$ cat config.mk
export PLATFORM = sky130hd
export DESIGN_NAME = mram_req_ctrl
export DESIGN_NICKNAME = d
export VERILOG_FILES = /design/src/rtl/mram_pkg.sv /design/src/rtl/mram_rsp_fifo.sv /design/src/rtl/mram_req_ctrl.sv
export SDC_FILE = /design/constraint.sdc
export NUM_CORES = 1
export LEC_CHECK = 0
export BUFFER_PORTS_ARGS = -buffer_cell sky130_fd_sc_hd__buf_2
export CAP_MARGIN = 10
export CORE_UTILIZATION = 40
export CTS_CLUSTER_DIAMETER = 120
export DETAILED_ROUTE_END_ITERATION = 6
export HOLD_SLACK_MARGIN = 0.06
export PLACE_DENSITY = 0.74
export SETUP_SLACK_MARGIN = 0.3
export SYNTH_ARGS = -nofsm -noshare
export SYNTH_HDL_FRONTEND = slang
export SYNTH_SLANG_ARGS = --single-unit
$ cat constraint.sdc
create_clock -name clk -period 2.5 [get_ports clk]
set_input_delay 0.25 -clock clk [delete_from_list [all_inputs] [get_ports clk]]
set_output_delay 0.25 -clock clk [all_outputs]
set_load 0.01 [all_outputs]
$ cat src/rtl/mram_pkg.sv
// Shared constants and helpers for the MRAM request controller.
package mram_pkg;

  localparam int MRAM_DATA_WIDTH = 8;
  localparam int MRAM_ADDR_WIDTH = 6;

  // Width needed to count 0..depth inclusive.
  function automatic int cnt_width(input int depth);
    return $clog2(depth + 1);
  endfunction

endpackage

$ cat src/rtl/mram_rsp_fifo.sv
// Read-response FIFO with wrapping read/write pointers and an occupancy count.
module mram_rsp_fifo
  import mram_pkg::*;
#(
  parameter  int DATA_WIDTH = MRAM_DATA_WIDTH,
  parameter  int DEPTH      = 2,
  localparam int CW         = cnt_width(DEPTH),
  localparam int PW         = $clog2(DEPTH)
) (
  input  logic                  clk,
  input  logic                  rst,
  input  logic                  push,
  input  logic [DATA_WIDTH-1:0] push_data,
  input  logic                  pop,
  output logic [DATA_WIDTH-1:0] pop_data,
  output logic                  full,
  output logic                  empty,
  output logic [CW-1:0]         count
);

  logic [DATA_WIDTH-1:0] mem_q [DEPTH];
  logic [PW-1:0]         wr_ptr_q, wr_ptr_d;
  logic [PW-1:0]         rd_ptr_q, rd_ptr_d;
  logic [CW-1:0]         count_q, count_d;

  function automatic logic [PW-1:0] ptr_next(input logic [PW-1:0] p);
    return (p == PW'(DEPTH - 1)) ? '0 : p + 1'b1;
  endfunction

  always_comb begin
    wr_ptr_d = wr_ptr_q;
    rd_ptr_d = rd_ptr_q;
    count_d  = count_q;
    if (push) wr_ptr_d = ptr_next(wr_ptr_q);
    if (pop)  rd_ptr_d = ptr_next(rd_ptr_q);
    case ({push, pop})
      2'b10:   count_d = count_q + 1'b1;
      2'b01:   count_d = count_q - 1'b1;
      default: count_d = count_q;
    endcase
  end

  always_ff @(posedge clk) begin
    if (rst) begin
      wr_ptr_q <= '0;
      rd_ptr_q <= '0;
      count_q  <= '0;
    end else begin
      wr_ptr_q <= wr_ptr_d;
      rd_ptr_q <= rd_ptr_d;
      count_q  <= count_d;
    end
  end

  // Storage needs no reset; occupancy gates what is visible.
  always_ff @(posedge clk) begin
    if (push) mem_q[wr_ptr_q] <= push_data;
  end

  assign pop_data = mem_q[rd_ptr_q];
  assign full     = (count_q == CW'(DEPTH));
  assign empty    = (count_q == '0);
  assign count    = count_q;

endmodule

$ cat src/rtl/mram_req_ctrl.sv
// Request front-end for one MRAM port: credit-based accept, fixed 2-cycle read latency.
module mram_req_ctrl
  import mram_pkg::*;
#(
  parameter  int DATA_WIDTH = MRAM_DATA_WIDTH,
  parameter  int ADDR_WIDTH = MRAM_ADDR_WIDTH,
  parameter  int RSP_DEPTH  = 2,
  localparam int CW         = cnt_width(RSP_DEPTH)
) (
  input  logic                  clk,
  input  logic                  rst,
  input  logic                  req_valid,
  output logic                  req_ready,
  input  logic                  req_we,
  input  logic [ADDR_WIDTH-1:0] req_addr,
  input  logic [DATA_WIDTH-1:0] req_data,
  output logic                  rsp_valid,
  input  logic                  rsp_ready,
  output logic [DATA_WIDTH-1:0] rsp_data,
  output logic                  ram_we,
  output logic [ADDR_WIDTH-1:0] ram_addr,
  output logic [DATA_WIDTH-1:0] ram_data,
  input  logic [DATA_WIDTH-1:0] ram_q,
  output logic                  busy
);

  logic          pending_q, pending_d;
  logic          accept;
  logic          fifo_push, fifo_pop, fifo_full, fifo_empty;
  logic [CW-1:0] fifo_count;
  logic [CW:0]   credit_used;

  // Reads in flight plus buffered, minus the one leaving this cycle.
  always_comb begin
    credit_used = (CW+1)'(fifo_count) + (CW+1)'(pending_q) - (CW+1)'(fifo_pop);
  end

  assign rsp_valid = !rst && !fifo_empty;
  assign fifo_pop  = rsp_valid && rsp_ready;
  assign req_ready = !rst && (credit_used < (CW+1)'(RSP_DEPTH));
  assign accept    = req_valid && req_ready;
  assign fifo_push = pending_q && !fifo_full;

  assign ram_we   = accept && req_we;
  assign ram_addr = req_addr;
  assign ram_data = req_data;

  assign busy = !rst && (pending_q || !fifo_empty);

  always_comb begin
    pending_d = accept && !req_we;
  end

  always_ff @(posedge clk) begin
    if (rst) pending_q <= 1'b0;
    else     pending_q <= pending_d;
  end

  mram_rsp_fifo #(
    .DATA_WIDTH (DATA_WIDTH),
    .DEPTH      (RSP_DEPTH)
  ) u_fifo (
    .clk       (clk),
    .rst       (rst),
    .push      (fifo_push),
    .push_data (ram_q),
    .pop       (fifo_pop),
    .pop_data  (rsp_data),
    .full      (fifo_full),
    .empty     (fifo_empty),
    .count     (fifo_count)
  );

endmodule

==> Word level (Yosys, flattened, before mapping) <==
Memories as Yosys holds them, arrays and structs flattened. A register that Yosys moved wholly into a read port is not among the register bits.
Index checks and enable logic that the tools add are counted.
{ "word_totals": {"elab_cells": 37, "regBits": 5, "ram_bits": 16, "input_bits": 27, "mem_count": 1, "out_inout_bits": 26} }
{ "classes": {"n_reduce_logical": 15, "n_addsub": 6, "n_mux": 7, "order_cmp": 1, "n_eq_ne": 3} }
{ "mem_list": {"columns": ["memory", "depth", "width", "read_ports", "rd_ports_with_merged_regs", "wr", "line_no", "source"], "rows": [
  ["u_fifo.mem_q", 2, 8, 1, 1, 1, "mram_rsp_fifo.sv:21", "logic [DATA_WIDTH-1:0] mem_q [DEPTH];"]
]} }
{ "ops": {"columns": ["operator", "count"], "rows": [
  ["$logic_and 1x1->1", 8],
  ["$mux 1", 6],
  ["$eq 2x2->1 const B", 2],
  ["$logic_not 1->1", 4],
  ["$pmux 2 s2", 1],
  ["$add 2x1->3", 1],
  ["$lt 3x2->1 const B", 1],
  ["$sub 3x1->3", 1],
  ["$add 1x1->1 const B", 2],
  ["$add 2x1->2 const B", 1],
  ["$eq 2x1->1 const B", 1],
  ["$logic_not 2->1", 1],
  ["$reduce_bool 2->1", 1],
  ["$sub 2x1->2 const B", 1],
  ["$logic_or 1x1->1", 1]
]} }

==> Depth between registers and ports, before layout <==
{ "depth": {"depth_word": 9, "ltp_mapped": 10} }

==> By module <==
From an unflattened synthesis, not the netlist that was laid out.
{ "unflattened": {"cells_unflattened": 77, "area_unflattened_um2": 1022.2} }
{ "by_module_without_submodules": {"columns": ["module", "area_per_inst_um2", "n_inst", "seq_area_each_um2", "cells_per_inst"], "rows": [
  ["mram_rsp_fifo", 780.7, 1, 580.6, 47],
  ["mram_req_ctrl", 241.5, 1, 20.0, 30]
]} }

==> Least setup slack after synthesis <==
Ideal clock, no wire load.
{ "synth_timing": {"kind": "register to output", "start": "register u_fifo.count_q[1] (netlist: u_fifo.count[1])", "end": "output port ram_we", "path_stages_with_launch": 10, "path_slack_ps": -24, "required_ps": 2250, "arrival_time_ps": 2274, "path_buffers": 0, "cell_sequence": "dfxtp_1 > nor2_1 > nor2_1 > and2_1 > ha_1 > nand2b_1 > fa_1 > xor2_1 > nor3b_2 > and3_1"} }
{ "synth_via": {"elab_chain_len": 9, "elab_cells_between_ends": 10, "cone_classes": "add/sub (2); order compare (1); reduce/logical (7)"} }
{ "synth_lines": {"columns": ["item", "line_no", "source"], "rows": [
  ["from (decl)", "mram_rsp_fifo.sv:24", "logic [CW-1:0] count_q, count_d;"],
  ["from (signal assigned)", "mram_rsp_fifo.sv:51", "count_q <= count_d;"],
  ["$logic_not 2->1", "mram_rsp_fifo.sv:62", "assign empty = (count_q == '0);"],
  ["$logic_not 1->1", "mram_req_ctrl.sv:38", "assign rsp_valid = !rst && !fifo_empty;"],
  ["$logic_and 1x1->1", "mram_req_ctrl.sv:38", null],
  ["net rsp_valid", "mram_req_ctrl.sv:17", "output logic rsp_valid,"],
  ["$logic_and 1x1->1", "mram_req_ctrl.sv:39", "assign fifo_pop = rsp_valid && rsp_ready;"],
  ["net fifo_pop", "mram_req_ctrl.sv:29", "logic fifo_push, fifo_pop, fifo_full, fifo_empty;"],
  ["$sub 3x1->3", "mram_req_ctrl.sv:35", "credit_used = (CW+1)'(fifo_count) + (CW+1)'(pending_q) - (CW+1)'(fifo_pop);"],
  ["$lt 3x2->1", "mram_req_ctrl.sv:40", "assign req_ready = !rst && (credit_used < (CW+1)'(RSP_DEPTH));"],
  ["$logic_and 1x1->1", "mram_req_ctrl.sv:40", null],
  ["net req_ready", "mram_req_ctrl.sv:13", "output logic req_ready,"],
  ["$logic_and 1x1->1", "mram_req_ctrl.sv:41", "assign accept = req_valid && req_ready;"],
  ["$logic_and 1x1->1", "mram_req_ctrl.sv:44", "assign ram_we = accept && req_we;"],
  ["to (decl)", "mram_req_ctrl.sv:20", "output logic ram_we,"]
]} }
The timed path passes the listed nets, and every way through them passes these cells.

==> Worst setup path in the final report <==
{ "layout_timing": {"start": "register u_fifo.count_q[1] (netlist: u_fifo.count[1])", "end": "output port ram_we"} }
{ "layout_via": {"elab_chain_len": 9, "elab_cells_between_ends": 10, "cone_classes": "add/sub (2); order compare (1); reduce/logical (7)"} }
{ "layout_lines": {"columns": ["item", "line_no"], "rows": [
  ["$logic_not 2->1", "mram_rsp_fifo.sv:62"],
  ["$logic_not 1->1", "mram_req_ctrl.sv:38"],
  ["$logic_and 1x1->1", "mram_req_ctrl.sv:38"],
  ["$logic_and 1x1->1", "mram_req_ctrl.sv:39"],
  ["net fifo_pop", "mram_req_ctrl.sv:29"],
  ["$sub 3x1->3", "mram_req_ctrl.sv:35"],
  ["$lt 3x2->1", "mram_req_ctrl.sv:40"],
  ["$logic_and 1x1->1", "mram_req_ctrl.sv:40"],
  ["$logic_and 1x1->1", "mram_req_ctrl.sv:41"],
  ["$logic_and 1x1->1", "mram_req_ctrl.sv:44"]
]} }
The timed path passes the listed nets, and every way through them passes these cells.

==> metrics.md <==
| Metric | Value |
|---|---|
| Post-synth net total | `between 100 and 150` |
| Final nets | `around 120` |
| Count of final hold-check violations | `0` |
| Core area | `roughly 0.0023 mm²` |
| Via/cell ratio | `~5` |
| Hold-fix buffers, CTS | `0` |
| Clock Sinks | `22` |
| Final cycle utilization of the critical path | `1.03` |
| Fmax | `between 300 and 400 MHz` |
| Post-DP HPWL | `about 1100 µm` |
| Routed len/inst | `between 10 and 15 µm` |
| Maximum vdd drop | `around 0.43 mV` |
| Netlist Area Pre-Place | `0.00103 mm²` |
| I/O Buffers | `24` |
| Worst path required time | `around 2.3 ns` |
| Worst-Margin Slew | `0.720 ns` |
| Drt initial violations | `2` |
| Busiest grt layer | `met2` |
| Setup_tns | `-0.0687 ns` |
| Clock slew seen by the registers of the worst setup and hold paths | `~0.12 ns` |
| Crit end category | `primary output` |
| H-Tree Depth | `1` |
| Worst path buffer plus inverter count | `1` |
| Max Slew Vio Count | `0` |
| Worst path max stage delay | `0.52 ns` |
| Lkg Pwr | `0.476 nW` |
| Post-place instance area | `between 0.001 and 0.0015 mm²` |
| CP max stage cell | `fa_2` |
| Top FF cell, synth | `edfxtp_1` |
| Period minus WS final | `2.57 ns` |
| Hold Path Class | `input port to register` |
| Worst-path cell chain | `nor2_4, nor2_4, and2_4, ha_4, nand2b_4, fa_2, nor3b_4, and3_4, buf_6` |
| Post-synth cell types | `25` |
| Cells after synthesis | `79` |
| Site Rows | `17` |
| Met1 usage | `0.122` |
| Clk_skew | `around 0.0078 ns` |
| Vias in the first global route | `~610` |
| I/O pin total | `53` |
| Die height | `52.7 µm` |
| Worst-skew pair later-pin latency | `roughly 0.30 ns` |
| P&R area growth vs syn | `16.6%` |
| Top-area cell type share of the netlist area | `0.468` |
| Final Cell Area | `0.00120 mm²` |
| Finished Layout Cells | `121` |
| Delay-heaviest family, CP | `simple AND/OR/NAND/NOR gates` |
| Max Root-Sink Buffers | `2` |
| Startpoint Class | `register` |
| Post-synth EDFFs | `16` |
| Gr usage total | `0.132` |
| Top cell type by total area after synthesis | `edfxtp_1` |
| Pwr per Cell Area | `between 600 and 700 mW/mm²` |
| Avg Inst Size Synth | `roughly 13 µm²` |
| Crit path DAT | `2.32 ns` |
| Slew margin rel. | `0.518` |
| Register Area | `roughly 600 µm²` |
| Crit path kind | `register to primary output` |
| GR Util met2 | `0.247` |
| Final setup margin | `-0.0687 ns` |
| Largest net degree at the start of global routing | `14` |
| Initial DRT Pass Iterations | `4` |
| Crit path depth | `9` |
| Synth Register Bits | `22` |
| Via count | `600` |
| Fill cells | `221` |
| Post-DRT Antenna Nets | `0` |
| Fraction of synthesis flops using an asynchronous set or reset pin | `0` |
| GRT Residual Overflow | `0` |
| Routability cong. | `about 0.64` |
| Count leader, synth | `edfxtp_1` |
| Maximum fanout along the worst path | `3` |
| Post-synthesis sequential area ratio | `0.585` |
| Chip Width | `~53 µm` |
| TritonCTS buffer count | `3` |
| Unrepaired setup endpoints after global routing | `yes` |
| Root buf cell | `clkbuf_4` |
| Global-route wire length before repair | `2530 µm` |
| CTS tree | `yes` |
| Failing checks | `setup timing` |
| Initial antenna violation count | `0` |
| Area of the die | `~0.0028 mm²` |
| Residual DRC count | `0` |
| Status | `finished with violations` |
| Dpl cells | `between 100 and 150` |
| Share of layout cells above drive strength 1 | `0.527` |
| Reg2reg path depth | `8` |
| Number of max-cap violations | `0` |
| Met3 Use GR | `0.0406` |
| Initial Utilization | `0.443` |
| Main area contributors after synthesis | `edfxtp_1 47%, dfxtp_1 12%, buf_4 10%` |
| Hold Path Stages | `1` |
| Final setup fails | `1` |
| Antenna Cells | `0` |
| Ys Warns | `0` |
| Multi-input gate area | `between 300 and 400 µm²` |
| Commonest cells in the netlist | `16 x edfxtp_1, 14 x buf_4, 8 x mux2_2, 7 x nor2_1, 6 x dfxtp_1` |
| Top cell by count, worst path | `nor2_4` |
| Final wirelength | `between 1500 and 2000 µm` |
flip-flops by register name (all words and copies together), names as in the netlist, named ones only:
| name | cells |
|---|---|
| u_fifo.count | 2 |
| u_fifo.mem_q | 16 |
| u_fifo.rd_ptr_q | 1 |
| u_fifo.wr_ptr_q | 1 |
| pending_q | 1 |
timing repair:
item,in CTS,in global routing
cloned,0,0
pin swaps,4,1
endpoints found under the setup margin,2,2
buffers inserted,3,0
resized for setup,3,0
layer usage:
metal / vias to the layer above / part of all wire
met5: - / 0
met4: 0 / 0.027
met3: 6 / 0.093
met2: 32 / 0.51
met1: 274 / 0.37
li1: 288 / -
layout make-up:
type                       instances  area share
clock buffer                       3      0.0188
clock inverter                     1      0.0251
inverter                           3     0.00940
multi-input combinational         37       0.285
sequential                        22       0.508
tap                               28      0.0293
timing repair buffer              27       0.124
logic make-up (layout without fill, tap and decap cells):
family	count (synthesis)	after routing	share of synthesized area
buffers and inverters	20	34	0.133
AOI/OAI and AO/OA	5	5	0.0268
muxes	8	8	0.0877
adders and majority gates	3	3	0.0438
DFF	22	22	0.585
and+or+nand+nor	17	17	0.0901
xor gates and xnor gates	4	4	0.0341
worst paths after layout:
kind / startpoint / slack, ns / endpoint
worst max-delay path: u_fifo.count[1]$_SDFFE_PP0P_ / -0.07 / ram_we
worst min-delay path: ram_q[6] / 0.13 / u_fifo.mem_q[1][6]$_DFFE_PP_
worst max register to register: u_fifo.count[1]$_SDFFE_PP0P_ / 0.56 / pending_q$_SDFF_PP0_
worst min register to register: u_fifo.rd_ptr_q$_SDFFE_PP0P_ / 0.53 / u_fifo.rd_ptr_q$_SDFFE_PP0P_
per-stage QoR:
step | util | power (mW) | setup WS [ns] | hold slack, ns
finish | 0.516 | 0.800 | -0.0687 | 0.127
global route | 0.516 | 0.836 | -0.158 | 0.110
CTS | 0.516 | 0.812 | -0.102 | 0.118
detailed placement | 0.478 | 0.537 | 0.170 | 0.444
global placement | 0.478 | 0.534 | 0.221 | 0.442
floorplan | - | 0.529 | 0.152 | 0.349
power by group:
part / total (mW) / internal, mW / switching, mW
Clock: 0.263 / 0.162 / 0.101
Sequential: 0.418 / 0.407 / 0.0117
Combinational: 0.119 / 0.0637 / 0.0555
worst register-to-register path, delay by kind of cell (launching register included):
family | cells | cell delay (ns)
adder cells (fa/ha/maj) | 2 | 0.72
flip-flops | 1 | 0.37
AND/OR/NAND/NOR | 6 | 0.78
cells in the final DEF, fill, tap and decap left out, types with 3 or more instances in the layout:
cell type,instances
dfxtp_1,4
mux2_2,8
buf_2,23
xor2_1,3
clkbuf_4,3
inv_1,3
nor2_1,5
buf_4,3
edfxtp_1,16
Note: power is estimated with default switching activity, not from simulation.
